File: src/rtl/imem_loader_if.sv
// Byte-stream input and instruction-memory write/status bundle for imem_loader.
interface imem_loader_if #(
  parameter int unsigned ADDR_W = 9
);
  logic              in_valid;
  logic [7:0]        in_data;
  logic              in_ready;
  logic              mem_we;
  logic [ADDR_W-1:0] mem_addr;
  logic [31:0]       mem_wdata;
  logic              cpu_hold;
  logic              done;
  logic              error;
  logic [15:0]       loaded_words;

  modport master (
    output in_valid, in_data,
    input  in_ready, mem_we, mem_addr, mem_wdata, cpu_hold, done, error, loaded_words
  );

  modport slave (
    input  in_valid, in_data,
    output in_ready, mem_we, mem_addr, mem_wdata, cpu_hold, done, error, loaded_words
  );
endinterface

File: src/rtl/imem_loader.sv
// Boot loader: takes a length-prefixed byte stream, writes big-endian words into
// instruction memory at 0, 4, 8, ... and holds the CPU in reset until loading finishes.
module imem_loader #(
  parameter int unsigned MEM_BYTES = 512,
  parameter int unsigned ADDR_W    = 9
) (
  input logic          clk,
  input logic          reset,
  imem_loader_if.slave bus
);
  localparam int unsigned MAX_WORDS = MEM_BYTES / 4;

  localparam logic [2:0] S_LEN_HI = 3'd0;
  localparam logic [2:0] S_LEN_LO = 3'd1;
  localparam logic [2:0] S_DATA   = 3'd2;
  localparam logic [2:0] S_WRITE  = 3'd3;
  localparam logic [2:0] S_DONE   = 3'd4;
  localparam logic [2:0] S_ERR    = 3'd5;

  logic [2:0]        state;
  logic [2:0]        state_nx;
  logic [15:0]       len;
  logic [1:0]        byte_cnt;
  logic [23:0]       word_sh;
  logic [15:0]       loaded_words;
  logic              in_ready;
  logic              mem_we;
  logic [ADDR_W-1:0] mem_addr;
  logic [31:0]       mem_wdata;
  logic              cpu_hold;
  logic              done;
  logic              error;

  logic              xfer;
  logic [15:0]       n_full;
  logic [15:0]       words_inc;

  // Next-state decode; in_ready is a registered flag so no input reaches an output.
  always_comb begin
    state_nx  = state;
    xfer      = bus.in_valid & in_ready;
    n_full    = {len[15:8], bus.in_data};
    words_inc = loaded_words + 16'd1;
    case (state)
      S_LEN_HI: if (xfer) state_nx = S_LEN_LO;
      S_LEN_LO: begin
        if (xfer) begin
          if (n_full == 16'd0)                 state_nx = S_DONE;
          else if (n_full > 16'(MAX_WORDS))    state_nx = S_ERR;
          else                                 state_nx = S_DATA;
        end
      end
      S_DATA:   if (xfer && byte_cnt == 2'd3) state_nx = S_WRITE;
      S_WRITE:  state_nx = (words_inc == len) ? S_DONE : S_DATA;
      default:  state_nx = state;
    endcase
  end

  // State, datapath and status flags; flags are decoded from the next state so they
  // line up with the state register.
  always_ff @(posedge clk) begin
    if (!reset) begin
      state        <= S_LEN_HI;
      len          <= 16'd0;
      byte_cnt     <= 2'd0;
      word_sh      <= 24'd0;
      loaded_words <= 16'd0;
      in_ready     <= 1'b1;
      mem_we       <= 1'b0;
      mem_addr     <= '0;
      mem_wdata    <= 32'd0;
      cpu_hold     <= 1'b1;
      done         <= 1'b0;
      error        <= 1'b0;
    end else begin
      state    <= state_nx;
      in_ready <= (state_nx == S_LEN_HI) || (state_nx == S_LEN_LO) || (state_nx == S_DATA);
      mem_we   <= (state_nx == S_WRITE);
      cpu_hold <= (state_nx != S_DONE);
      done     <= (state_nx == S_DONE);
      error    <= (state_nx == S_ERR);
      if (xfer) begin
        case (state)
          S_LEN_HI: len[15:8] <= bus.in_data;
          S_LEN_LO: len[7:0]  <= bus.in_data;
          S_DATA: begin
            byte_cnt <= byte_cnt + 2'd1;
            word_sh  <= {word_sh[15:0], bus.in_data};
            if (byte_cnt == 2'd3) begin
              mem_wdata <= {word_sh, bus.in_data};
              mem_addr  <= ADDR_W'({loaded_words, 2'b00});
            end
          end
          default: ;
        endcase
      end
      if (state == S_WRITE) loaded_words <= words_inc;
    end
  end

  assign bus.in_ready     = in_ready;
  assign bus.mem_we       = mem_we;
  assign bus.mem_addr     = mem_addr;
  assign bus.mem_wdata    = mem_wdata;
  assign bus.cpu_hold     = cpu_hold;
  assign bus.done         = done;
  assign bus.error        = error;
  assign bus.loaded_words = loaded_words;
endmodule

File: src/flat_wrapper.sv
// flat-port wrapper written by rule: the top's interface ports become plain ports
module imem_loader_flat 
#(
  parameter int unsigned MEM_BYTES = 512,
  parameter int unsigned ADDR_W    = 9
)
  (clk, reset, bus_in_valid, bus_in_data, bus_in_ready, bus_mem_we, bus_mem_addr, bus_mem_wdata, bus_cpu_hold, bus_done, bus_error, bus_loaded_words);
  imem_loader_if #(.ADDR_W(ADDR_W)) bus_i ();
  input logic clk;
  input logic reset;
  input wire logic [$bits(bus_i.in_valid)-1:0] bus_in_valid;
  input wire logic [$bits(bus_i.in_data)-1:0] bus_in_data;
  output wire logic [$bits(bus_i.in_ready)-1:0] bus_in_ready;
  output wire logic [$bits(bus_i.mem_we)-1:0] bus_mem_we;
  output wire logic [$bits(bus_i.mem_addr)-1:0] bus_mem_addr;
  output wire logic [$bits(bus_i.mem_wdata)-1:0] bus_mem_wdata;
  output wire logic [$bits(bus_i.cpu_hold)-1:0] bus_cpu_hold;
  output wire logic [$bits(bus_i.done)-1:0] bus_done;
  output wire logic [$bits(bus_i.error)-1:0] bus_error;
  output wire logic [$bits(bus_i.loaded_words)-1:0] bus_loaded_words;
  assign bus_i.in_valid = bus_in_valid;
  assign bus_i.in_data = bus_in_data;
  assign bus_in_ready = bus_i.in_ready;
  assign bus_mem_we = bus_i.mem_we;
  assign bus_mem_addr = bus_i.mem_addr;
  assign bus_mem_wdata = bus_i.mem_wdata;
  assign bus_cpu_hold = bus_i.cpu_hold;
  assign bus_done = bus_i.done;
  assign bus_error = bus_i.error;
  assign bus_loaded_words = bus_i.loaded_words;
  imem_loader #(.MEM_BYTES(MEM_BYTES), .ADDR_W(ADDR_W)) u_core (.clk(clk), .reset(reset), .bus(bus_i));
endmodule
File: config.mk
export PLATFORM = sky130hd
export DESIGN_NAME = imem_loader_flat
export DESIGN_NICKNAME = d
export VERILOG_FILES = /design/src/rtl/imem_loader_if.sv /design/src/rtl/imem_loader.sv /design/src/flat_wrapper.sv
export SDC_FILE = /design/constraint.sdc
export NUM_CORES = 1
export LEC_CHECK = 0
export CORE_MARGIN = 2
export CORE_UTILIZATION = 49
export CTS_CLUSTER_DIAMETER = 30
export DETAILED_ROUTE_END_ITERATION = 12
export PLACE_DENSITY = 0.8
export RECOVER_POWER = 25
export SLEW_MARGIN = 20
export SYNTH_ARGS = -nofsm -noshare
export SYNTH_HDL_FRONTEND = slang
export SYNTH_SLANG_ARGS = --single-unit
File: constraint.sdc
create_clock -name clk -period 2.6 [get_ports clk]
set_clock_uncertainty 0.05 [all_clocks]
set_input_delay 0.39 -clock clk [delete_from_list [all_inputs] [get_ports clk]]
set_output_delay 0.39 -clock clk [all_outputs]
set_load 0.01 [all_outputs]
### After elaboration in Yosys (flattened, before gate mapping)

Cells that the tools add are included.

* $add $sub $neg: 2
* $lt $le $gt $ge: 1
* equality and inequality tests: 11
* mux-type cells: 7
* bitwise logic cells: 1
* reductions and logical operators: 10

Operators with widths (count)
* 3-bit two-way mux: 6
* 16-bit by 1-bit adder with 16-bit output, second input constant: 1
* 16-bit equality test: 1
* 16-bit by 8-bit > comparator with 1-bit output, second input constant: 1
* 16-bit logical NOT: 1
* 3-bit by 2-bit equality test with 1-bit output, second input constant: 4
* 3-bit one-hot mux with 4 select lines: 1
* 3-bit by 1-bit equality test with 1-bit output, second input constant: 2
* 3-bit equality test, second input constant: 2
* 3-bit logical NOT: 2
* 2-bit AND reduction: 3
* 3-bit inequality test, second input constant: 1
* 3-bit AND reduction: 1
* 2-bit by 1-bit adder with 2-bit output, second input constant: 1
* 2-bit equality test, second input constant: 1
* 1-bit logical OR: 2
* 1-bit AND: 1
* 1-bit logical AND: 1

* flip-flop bits (word level): 105
* output and inout port bits: 62
* word-level logic and storage cells: 45

### Depth between registers and ports, before layout

Gate-level depths: netlist of run 1.

* word-level depth: 8
* mapped depth: 8
* depth with buffers taken out: 7

### Worst setup path before layout of run 1

OpenSTA, ideal clock, no wires.

* path type: reg2reg
* start point: reg u_core.loaded_words[0] (netlist: u_core.bus.loaded_words[0])
* end point: reg u_core.cpu_hold (netlist: u_core.bus.cpu_hold)
* arrival time: 2.158 ns
* slack: 0.253 ns
* cell stages (with the launch flop): 8
* clock period less this slack: 2.347 ns
* cells stage by stage: dfxtp_1 buf_2 nand4_1 or4_1 a221o_1 nor4b_2 nor4b_4 o211ai_1

* word-level cells in the longest chain between the ends: 5

Ends and longest elaborated chain
* start: declaration: RTL line imem_loader.sv:25 `logic [15:0] loaded_words;`
* start signal: assignment: RTL line imem_loader.sv:97 `if (state == S_WRITE) loaded_words <= words_inc;`
* 16-bit by 1-bit adder with 16-bit output: RTL line imem_loader.sv:43 `words_inc = loaded_words + 16'd1;`
* 16-bit equality test: RTL line imem_loader.sv:54 `S_WRITE: state_nx = (words_inc == len) ? S_DONE : S_DATA;`
* 3-bit two-way mux: RTL line imem_loader.sv:54
* 3-bit one-hot mux with 4 select lines: RTL line imem_loader.sv:44 `case (state)`
* 3-bit inequality test: RTL line imem_loader.sv:79 `cpu_hold <= (state_nx != S_DONE);`
* end signal: assignment: RTL line imem_loader.sv:79
* end: declaration: RTL line imem_loader.sv:30 `logic cpu_hold;`

No other way between the ends.
A chain may end at the register's enable or synchronous reset.

### Worst setup path after layout of run 1

* start point: reg u_core.loaded_words[6] (netlist: u_core.bus.loaded_words[6])
* end point: reg u_core.cpu_hold (netlist: u_core.bus.cpu_hold)

Same word-level chain as after synthesis.

==> flow_summary.json, run 1 <==
{
  "status": "finished, final reports clean",
  "core_sq_um": 8680,
  "netlist_area_sq_um": 4360,
  "path_max_fanout": 5,
  "async_flop_share": 0,
  "hold_buffers": 0,
  "post_cts.repair.setup_buffers": 0,
  "whs_ns": 0.408,
  "ys.flop_type": "dfxtp_1",
  "numCtsBuffers": 9,
  "fillers": 751,
  "finalNetCount": 618,
  "rsz0062_at_grt": "false",
  "grt.met3_usage": 0.0408,
  "initial_utilization": 0.503,
  "ys_ff_latch": 105,
  "yosys_warnings": 0,
  "grt.busiest_layer": "met2",
  "dp_cells": 702,
  "grt_max_degree": 39,
  "drive_gt1_frac": 0.100,
  "finalCriticalPeriod_ns": 2.43,
  "setup_viol": 0,
  "synthCells": 528,
  "hold_class": "reg2reg",
  "antenna_found_initial": 0,
  "die_height_um": 98.4,
  "clockBufferDepth": 2,
  "min_period_over_period": 0.933,
  "syn_area_per_cell_sq_um": 8.27,
  "startpoint_type": "flip-flop",
  "dieArea_sq_um": 9680,
  "grt_pass1_wl_mm": 17.2,
  "worst_setup_path_end_kind": "flip-flop",
  "hold_violations": 0,
  "drcViolationCount": 0,
  "cts_tree": "done",
  "yosysSeqAreaShare": 0.482,
  "drt_wl_total_mm": 10.5,
  "tightestPinTransition_ns": 0.743,
  "clock-sinks": 105,
  "crit_arrival_ns": 2.63,
  "h-tree-depth": 3,
  "gp_congestion": 0.870,
  "num_vias": 3887,
  "drt-wirelength-per-cell_um": 14.6,
  "rows": 34,
  "grt_use_met2": 0.341,
  "cts_resized": 0,
  "cap_violations": 0,
  "drv_slew": 0,
  "dieWidth_um": 98.4,
  "clk_latency_ns": 0.39,
  "antenna_left": 0,
  "dpl.hpwl_mm": 7.46,
  "drt-initial-drc-count": 201,
  "area_delta_synth_final_pct": 26.3,
  "peakVddDrop_mv": 0.408,
  "diodes": 0,
  "tns_ns": 0,
  "grt_overflow_total": 0,
  "critPathRequiredTime_ns": 2.80,
  "grtUsageTotal": 0.220,
  "final_cells": 718,
  "avgViaCountPerCell": 5.41,
  "use_met1": 0.308,
  "clock_tree.root_cell": "clkbuf_8",
  "firstDrtPassIters": 5,
  "io_pins": 73,
  "max-slew-margin-rel": 0.504,
  "clk_pin_slew_ns": 0.13,
  "crit_type": "reg2reg",
  "port_buffers": 70,
  "yosys.cell_types.count": 48,
  "synth_edf_count": 0,
  "leakage_uw": 0.00200,
  "fmaxAchievable_ghz": 0.412,
  "grt_pass1_vias": 3545,
  "power.density_nw_per_um2": 541
}
==> report_power, final <==
group	internal, uW	leakage, uW	switching [uW]
logic	114	0.00104	139
registers	1640	0.000849	33.0
clock network	398	0.000107	659
==> logic make-up (layout without fill, tap and decap cells) <==
family,after synthesis,in the layout,share of synthesized area
compound gates,90,90,0.114
xor+xnor,34,34,0.0700
fa+ha+maj,2,2,0.00573
buf+inv,41,122,0.0407
flops,105,105,0.482
mux,17,17,0.0390
other cells,1,2,0.000859
simple gates,238,238,0.248
==> cell usage in the layout, fill, tap and decap left out, drive strengths merged, types with 2 or more instances in the layout <==
| master | n |
|---|---|
| or3 | 4 |
| o21ai | 4 |
| o31ai | 2 |
| nand2 | 140 |
| dlygate4sd3 | 20 |
| o211ai | 3 |
| inv | 9 |
| nor2 | 40 |
| nand4 | 8 |
| a21oi | 69 |
| clkinv | 2 |
| nand3 | 10 |
| and4 | 3 |
| buf | 31 |
| dfxtp | 105 |
| or2 | 2 |
| nor4 | 2 |
| clkdlybuf4s50 | 50 |
| nor3 | 10 |
| xor2 | 17 |
| or4 | 4 |
| clkbuf | 10 |
| and2 | 2 |
| a31oi | 3 |
| nor4b | 2 |
| xnor2 | 17 |
| conb | 2 |
| mux2i | 17 |
| o21a | 2 |
| ha | 2 |
| and3 | 5 |
==> synthesized netlist by cell type (3+ instances only) <==
master,n,share of area
xnor2_1,16,0.032
nand4_1,8,0.011
nor2_1,40,0.034
nand2_1,140,0.12
mux2i_1,17,0.039
clkbuf_1,27,0.023
dfxtp_1,105,0.48
o21ai_0,4,0.0046
buf_4,5,0.0086
nor3_1,8,0.0092
a31oi_1,3,0.0043
or4_1,4,0.0069
and4_1,3,0.0060
or3_1,4,0.0057
o211ai_1,3,0.0052
nand3_1,9,0.010
and3_1,5,0.0072
buf_2,4,0.0046
a21oi_1,69,0.079
xor2_1,17,0.034
inv_1,3,0.0026
==> worst max-delay path, stage by stage, from the launching register on <==
cell	delay, ns
dfxtp_1	0.41
buf_4	0.18
xnor2_2	0.14
or3b_2	0.46
a221o_1	0.35
nor4b_2	0.21
nor4b_4	0.36
o211ai_1	0.14
==> through the flow <==
step / utilization / cell area (sq um) / power (uW) / worst slack [ns]
final: 0.635 / 5510 / 2980 / 0.173
after global routing: 0.635 / 5510 / 3080 / 0.0276
after CTS: 0.636 / 5520 / 3000 / 0.0878
after detailed placement: 0.611 / 5310 / 1960 / -0.218
after global placement: 0.611 / 5310 / 1950 / -0.129
after floorplan: - / 4370 / 1870 / 0.253
==> layout make-up <==
| type | count | area, sq um | share of cell area |
|---|---|---|---|
| Multi-Input combinational cell | 383 | 2090 | 0.380 |
| Clock inverter | 7 | 88.8 | 0.0161 |
| Sequential cell | 105 | 2100 | 0.382 |
| Timing Repair Buffer | 102 | 951 | 0.172 |
| Inverter | 4 | 15.0 | 0.00272 |
| Tap cell | 108 | 135 | 0.0245 |
| Clock buffer | 9 | 124 | 0.0225 |
==> registers in the layout, summed over array words and instances (netlist names) <==
name                     cells
u_core.bus.mem_we            1
u_core.bus.error             1
u_core.len                  16
u_core.bus.cpu_hold          1
u_core.bus.in_ready          1
u_core.bus.loaded_words     16
u_core.byte_cnt              2
u_core.bus.done              1
u_core.bus.mem_addr          7
u_core.bus.mem_wdata        32
u_core.word_sh              24
u_core.state                 3
==> path summary, 6_finish.rpt <==
check	slack (ns)	start	depth (start not counted)	end
min	0.41	u_core.bus.mem_wdata[23]$_SDFFE_PN0P_	2	u_core.bus.mem_wdata[23]$_SDFFE_PN0P_
min reg2reg	0.41	u_core.bus.mem_wdata[23]$_SDFFE_PN0P_	2	u_core.bus.mem_wdata[23]$_SDFFE_PN0P_
max	0.17	u_core.bus.loaded_words[6]$_SDFFE_PN0N_	7	u_core.bus.cpu_hold$_SDFF_PN1_
max reg2reg	0.17	u_core.bus.loaded_words[6]$_SDFFE_PN0N_	7	u_core.bus.cpu_hold$_SDFF_PN1_
==> layer usage <==
layer,share of wire,wire (um)
met2,0.45,4770
met3,0.051,536
met1,0.47,4990
met4,0.020,215
met5,0,0
No activity file was read; power rests on OpenSTA's default activity.
==> run 2: changes to the inputs <==
HOLD_SLACK_MARGIN = 0.05   (was unset)
==> results of run 2 <==
The final DEF is identical to that of run 1; final timing and power are the same.
